**src/rtl/round_robin_arbiter.sv**
```systemverilog
// N-way round-robin arbiter with a registered one-hot grant.
// The search starts at the index just after the previous winner, so agents that keep requesting are served in turn.
module round_robin_arbiter #(
  parameter int requesters = 4
) (
  input  logic                  clk,
  input  logic                  reset,
  input  logic [requesters-1:0] request,
  output logic [requesters-1:0] chosen
);

  localparam int pw = (requesters > 1) ? $clog2(requesters) : 1;
  localparam logic [pw-1:0] last_index = pw'(requesters - 1);

  logic [pw-1:0]         ptr;
  logic [pw-1:0]         winner;
  logic [pw-1:0]         next_ptr;
  logic [requesters-1:0] next_grant;
  logic                  found;
  int                    idx;

  // Scan from ptr upward, wrapping modulo N; the first set bit wins.
  always_comb begin
    found      = 1'b0;
    winner     = '0;
    next_grant = '0;
    idx        = 0;
    for (int i = 0; i < requesters; i++) begin
      idx = int'(ptr) + i;
      if (idx >= requesters) idx = idx - requesters;
      if (!found && request[idx]) begin
        found           = 1'b1;
        winner          = pw'(idx);
        next_grant[idx] = 1'b1;
      end
    end
  end

  always_comb begin
    next_ptr = ptr;
    if (found) next_ptr = (winner == last_index) ? '0 : winner + pw'(1);
  end

  // An idle cycle (no requests) holds ptr so the rotation resumes where it left off.
  always_ff @(posedge clk or negedge reset) begin
    if (!reset) begin
      chosen <= '0;
      ptr    <= '0;
    end else begin
      chosen <= next_grant;
      ptr    <= next_ptr;
    end
  end

endmodule

```
**config.mk**
```make
export PLATFORM = sky130hd
export DESIGN_NAME = round_robin_arbiter
export DESIGN_NICKNAME = d
export VERILOG_FILES = /design/src/rtl/round_robin_arbiter.sv
export SDC_FILE = /design/constraint.sdc
export NUM_CORES = 1
export LEC_CHECK = 0
export BUFFER_PORTS_ARGS = -buffer_cell sky130_fd_sc_hd__clkbuf_2
export CAP_MARGIN = 10
export CORE_MARGIN = 10
export CORE_UTILIZATION = 45
export DETAILED_ROUTE_END_ITERATION = 12
export PLACE_DENSITY = 0.66
export RECOVER_POWER = 25
export SLEW_MARGIN = 30
export SYNTH_ARGS = -nofsm -noshare
export SYNTH_HDL_FRONTEND = slang
export SYNTH_SLANG_ARGS = --single-unit
```
**constraint.sdc**
```tcl
create_clock -name clk -period 3.2 [get_ports clk]
set_clock_uncertainty 0.2 [all_clocks]
set_input_delay 0.64 -clock clk [delete_from_list [all_inputs] [get_ports clk]]
set_output_delay 0.64 -clock clk [all_outputs]
set_load 0.005 [all_outputs]
```
==> results of run 1 <==
per-layer routing:
metal | GRT usage, % | up-vias | part of all wire, %
li1 | - | 253 | -
met3 | 2.88 | 0 | 6.6
met2 | 11.2 | 16 | 43
met4 | 3.02 | 0 | 0
met5 | 0 | - | 0
met1 | 10.2 | 243 | 50
report_power, final:
group / switching, mW / leakage [nW] / internal, mW
registers: 0.0131 / 0.0748 / 0.111
logic: 0.329 / 0.248 / 0.277
clock network: 0.0231 / 0.0138 / 0.0421
how the worst max path moves through the flow:
stage | from | endpoint | slack [ps]
3_5_place_dp | request[2] | ptr[1] | 720
3_3_place_gp | request[0] | chosen[0] | 750
4_1_cts | ptr[0] | ptr[1] | 770
6_report | ptr[0] | ptr[1] | 770
5_1_grt | ptr[0] | ptr[1] | 660
2_1_floorplan | ptr[0] | ptr[1] | 530
kinds of logic after synthesis:
| family | count (synthesis) |
|---|---|
| AOI/OAI and AO/OA | 18 |
| xor gates and xnor gates | 1 |
| adders and majority gates | 8 |
| buffers and inverters | 5 |
| DFF | 6 |
| muxes | 7 |
| and+or+nand+nor | 14 |
cells in the final DEF (no fill, tap or decap), types with 2 or more instances in the layout:
cell	netlist	routed
a221o_1	4	4
ha_1	8	8
inv_1	3	3
dfrtp_1	6	6
mux2i_1	2	2
clkbuf_2	0	8
mux4_2	3	3
a21oi_1	2	2
or3_1	2	2
nand2_1	3	3
nor2_1	4	4
buf_4	0	2
a22oi_1	4	4
clkbuf_4	0	3
critical path, delay by kind of cell, from the launching register on:
family | cells | cell delay, ps
AO/OA/AOI/OAI | 2 | 130
adder cells (fa/ha/maj) | 1 | 410
buffers and inverters | 1 | 110
flip-flops | 1 | 350
multiplexers | 1 | 430
AND/OR/NAND/NOR | 2 | 700
cell type report:
type | count | area (sq um)
Fill cell | 119 | 601
Clock buffer | 3 | 22.5
Tap cell | 15 | 18.8
Inverter | 3 | 11.3
Sequential cell | 6 | 150
Multi-Input combinational cell | 48 | 455
Timing Repair Buffer | 11 | 58.8
state kept, by name (all words and copies together), names as in the netlist:
name / flops
chosen: 4
ptr: 2
metrics by stage:
stage	util [%]	setup WS (ps)	hold WS (ps)	power (mW)	instances
after global placement	52.8	752	267	0.715	83
after floorplan	-	533	144	0.610	59
final	54.4	768	55.5	0.795	86
after CTS	54.5	768	8.78	0.799	86
after detailed placement	52.8	716	266	0.730	83
after global routing	54.4	655	73.7	0.872	86
==> results.cfg, run 1 <==
[min_path]
min_path_type = primary input to async pin

[place]
globalplace.congestion = 0.792
dpl-instance-area_sq_um = 696
place_hpwl_um = 999
io_buffers = 9

[critical_path]
slowest_stage = mux4_2
r2r_slack_ps = 770
worstReg2RegEnd = ptr[1]
start_kind = register
crit_arrival_ps = 2350
reg2regPathDepth = 7
max_stage_delay_ps = 430
endpoint_kind = register
required_ps = 3120
r2r_start = ptr[0]
cp_cell_sequence = inv_1 > ha_1 > mux4_2 > or3_4 > or3_1 > o211ai_2 > a21oi_2
critPathMaxFanout = 7
worstSetupPathType = register to register

[synth]
yosysWarnings = 0
synth_cell_type_count = 29
ys_seq_elements = 6
syn_nets = 73
yosysTopAreaCell = dfrtp_1
synth_top_family_by_area = compound AO/OA/AOI/OAI gates
netlist_area_sq_um = 633
synth-compound-area-share_pct = 23.3
synth-edff-count = 0
ys_top_cells_by_count = 8 x ha_1, 6 x dfrtp_1, 4 x a221o_1, 4 x a22oi_1, 4 x nor2_1
yosysMostFrequentCell = ha_1
synth_area_leaders = dfrtp_1 24%, ha_1 16%, mux4_2 11%
synth_adder_area_share_pct = 15.8
synthSimpleGateAreaFrac_pct = 13.6
syn-instance-count = 59
async_reset_ff_share_pct = 100
synth_ff_type = dfrtp_1
synthXorXnorAreaFrac_pct = 1.38
yosys.area.top_type_share_pct = 23.7
avgSynthCellArea_sq_um = 10.7
synthMuxAreaShare_pct = 17.8
ys_seq_area_share_pct = 23.7

[cts]
hold_buffers = 0
cts_buffers = 3
cts_tree = done
clock_latency_ps = 240
clockBufferDepth = 2
clk_pin_slew_ps = 40
cts_max_level = 1
ctsResizeCount = 0
root_buffer = clkbuf_4
postCtsSetupRepairBufs = 0
clock-sinks = 6

[timing]
min_period_ps = 2430
setup_tns_ps = 0
setup_viol = 0
timing.final.crit_share_pct = 76.0
tightest_slew_ps = 570
relSlewSlack_pct = 61.5
timing.fmax_mhz = 411
hold_viol = 0
rsz0062_at_grt = false
slew_viol_final = 0

[global_route]
grt_antenna_before_repair = 0
track_usage_pct = 7.80
grt_pass1_wl_mm = 2.15
grt.overflow.total = 0
grt_pass1_vias = 488
grt_max_degree = 16

[die]
die-area_sq_um = 3310
die_x_um = 57.5
initial_core_util_pct = 48.1
rows = 13
dieHeight_um = 57.5
core_area_sq_um = 1320
pin_count = 10

[cells_and_area]
finalNetCount = 87
drive_gt1_share_pct = 32.4
area_delta_synth_final_pct = 13.2
final_area_sq_um = 717
antennaDiodeCount = 0

[routing]
vias_per_cell = 5.95
wl_per_cell_um = 14.8
ant_nets = 0
vias = 512
finalWirelength_mm = 1.28
drtIter0Drc = 3
drc_errors = 0
drt-pass1-iter-count = 4

[pwr]
power_leakage_nw = 0.336
power_density_nw_per_um2 = 1110
max-vdd-ir-drop_mv = 0.499

[run_status]
status = finished clean

[job]
max_cap_violations = 0
No activity file was read; power rests on OpenSTA's default activity.
==> run 2: changes to the inputs <==
ABC_AREA = 1   (was unset)
PLACE_DENSITY = 0.65   (was 0.66)
clock period = 2.4 ns   (was 3.2 ns; I/O delays follow)
==> run 2 against run 1 <==
  * Power increased by 70%
  * Sequential cell count unchanged
  * Die area grew 5.5%
  * Wire length up 13%
  * Combinational power rose by 82%
  * Global-route usage rose by 1.7 points
  * Critical endpoint unchanged
  * Largest power group unchanged
==> results.cfg, run 2 <==
[cells_and_area]
finalNetCount = 128
drive_gt1_share_pct = 31.3
largest_reg_flops = 4
area_delta_synth_final_pct = 18.4
regMostFlops = chosen
antennaDiodeCount = 0
final_area_sq_um = 813
reg_top3 = chosen x4, ptr x2
final_common_cell = nand2_1
layout_common_cells = 28 x nand2_1, 12 x inv_1, 8 x ha_1, 8 x clkbuf_2

[timing]
timing.fmax_mhz = 510
setup_viol = 0
rsz0062_at_grt = false
relSlewSlack_pct = 79.8
setup_tns_ps = 0
min_period_ps = 1960
holdWs_ps = 436
tightest_slew_ps = 303
slew_viol_final = 0
timing.final.crit_share_pct = 81.6
hold_viol = 0

[critical_path]
worstSetupPathType = register to register
startpoint = ptr[1]
required_ps = 2330
crit_end = ptr[1]
r2r_start = ptr[1]
worstReg2RegEnd = ptr[1]
start_kind = register
r2r_slack_ps = 440
reg2regPathDepth = 12
critPathMaxFanout = 6
endpoint_kind = register
crit_arrival_ps = 1880

[die]
die-area_sq_um = 3490
dieHeight_um = 59.1
core_area_sq_um = 1470
pin_count = 10
initial_core_util_pct = 46.7
die_x_um = 59.1
rows = 14

[synth]
async_reset_ff_share_pct = 100
yosys.area.top_type_share_pct = 21.9
syn_nets = 109
yosysWarnings = 0
synth_top_family_by_area = simple AND/OR/NAND/NOR gates
synth-compound-area-share_pct = 9.29
ys_seq_elements = 6
netlist_area_sq_um = 687
synth-edff-count = 0
yosysTopAreaCell = dfrtp_1
synth_cell_type_count = 17
synthXorXnorAreaFrac_pct = 0
synth_area_leaders = dfrtp_1 22%, nand2_1 15%, ha_1 15%
ys_seq_area_share_pct = 21.9
syn-instance-count = 95
yosysMostFrequentCell = nand2_1
synth_adder_area_share_pct = 14.6
avgSynthCellArea_sq_um = 7.23
ys_top_cells_by_count = 28 x nand2_1, 12 x inv_1, 8 x ha_1, 7 x nand2_2, 7 x nand3_1
synthMuxAreaShare_pct = 0
synthSimpleGateAreaFrac_pct = 45.4
synth_ff_type = dfrtp_1

[routing]
drtIter0Drc = 17
vias = 654
finalWirelength_mm = 1.44
vias_per_cell = 5.11
ant_nets = 0
drt-pass1-iter-count = 4
drc_errors = 0
wl_per_cell_um = 11.3

[cts]
root_buffer = clkbuf_4
clock-sinks = 6
clk_pin_slew_ps = 50
cts_buffers = 3
clockBufferDepth = 2
postCtsSetupRepairBufs = 0
clock_latency_ps = 240
cts_max_level = 1
ctsResizeCount = 0
cts_tree = done

[min_path]
min_path_type = primary input to async pin

[global_route]
grt_pass1_vias = 668
grt_max_degree = 12
grt.overflow.total = 0
grt_antenna_before_repair = 0
track_usage_pct = 9.47
grt_pass1_wl_mm = 2.73

[place]
place_hpwl_mm = 1.22
globalplace.congestion = 0.765
io_buffers = 9
dpl-instance-area_sq_um = 782

[pwr]
power_density_nw_per_um2 = 1670
power_leakage_nw = 0.481
total_power_mw = 1.35
max-vdd-ir-drop_mv = 0.699

[job]
max_cap_violations = 0

[run_status]
status = finished clean
run 2: area by class of cell:
| type | count | area, sq um |
|---|---|---|
| sequential | 6 | 150 |
| tap | 16 | 20.0 |
| multi-input combinational | 74 | 475 |
| fill | 146 | 658 |
| clock buffer | 3 | 22.5 |
| inverter | 15 | 61.3 |
| timing repair buffer | 14 | 83.8 |
run 2: routing by layer:
metal,vias up,track usage (%),share of wire [%]
met5,-,0,0
met4,0,4.59,0.42
met3,2,2.58,6.3
met2,18,15.8,46
met1,287,10.8,47
li1,347,-,-
run 2: how the worst min path moves through the flow:
stage	start	end	slack, ps	depth (start not counted)
2_1_floorplan	reset	chosen[0]	-20	0
3_3_place_gp	reset	chosen[0]	110	1
3_5_place_dp	reset	ptr[1]	110	1
4_1_cts	reset	ptr[0]	390	2
5_1_grt	reset	ptr[0]	480	2
6_report	reset	ptr[0]	440	2
run 2: where the power goes:
part           switching [mW]  total, mW  internal, mW
logic                   0.699       1.10         0.396
clock network          0.0324     0.0887        0.0563
registers              0.0183      0.170         0.152
total                   0.750       1.35         0.604
run 2: critical path: stages (launching register included):
cell and delay (ps):
dfrtp_1 360, inv_1 60, ha_1 370, inv_1 140
nand3_2 100, nand2_4 100, inv_4 50, nor2_4 100
nand2_2 60, nand3_1 100, nand2_1 70, nand2_1 70
nand3_2 60
run 2: per-stage QoR:
step | cells | setup WS [ps] | utilization, %
after global placement | 124 | 481 | 53.1
after detailed placement | 124 | 456 | 53.1
after floorplan | 95 | 311 | -
after global routing | 128 | 238 | 55.3
after CTS | 128 | 438 | 55.4
final | 128 | 441 | 55.3
run 2: cells by family (layout without fill, tap and decap cells):
family / Yosys count / after routing
AO/OA/AOI/OAI: 11 / 11
buffers and inverters: 15 / 32
adder cells (fa/ha/maj): 8 / 8
AND/OR/NAND/NOR: 55 / 55
flip-flops: 6 / 6
run 2: what timing repair did:
item | CTS | global route
hold buffers | 1 | 0
endpoints found under the hold margin | 6 | 0
endpoints found under the setup margin | 0 | 0
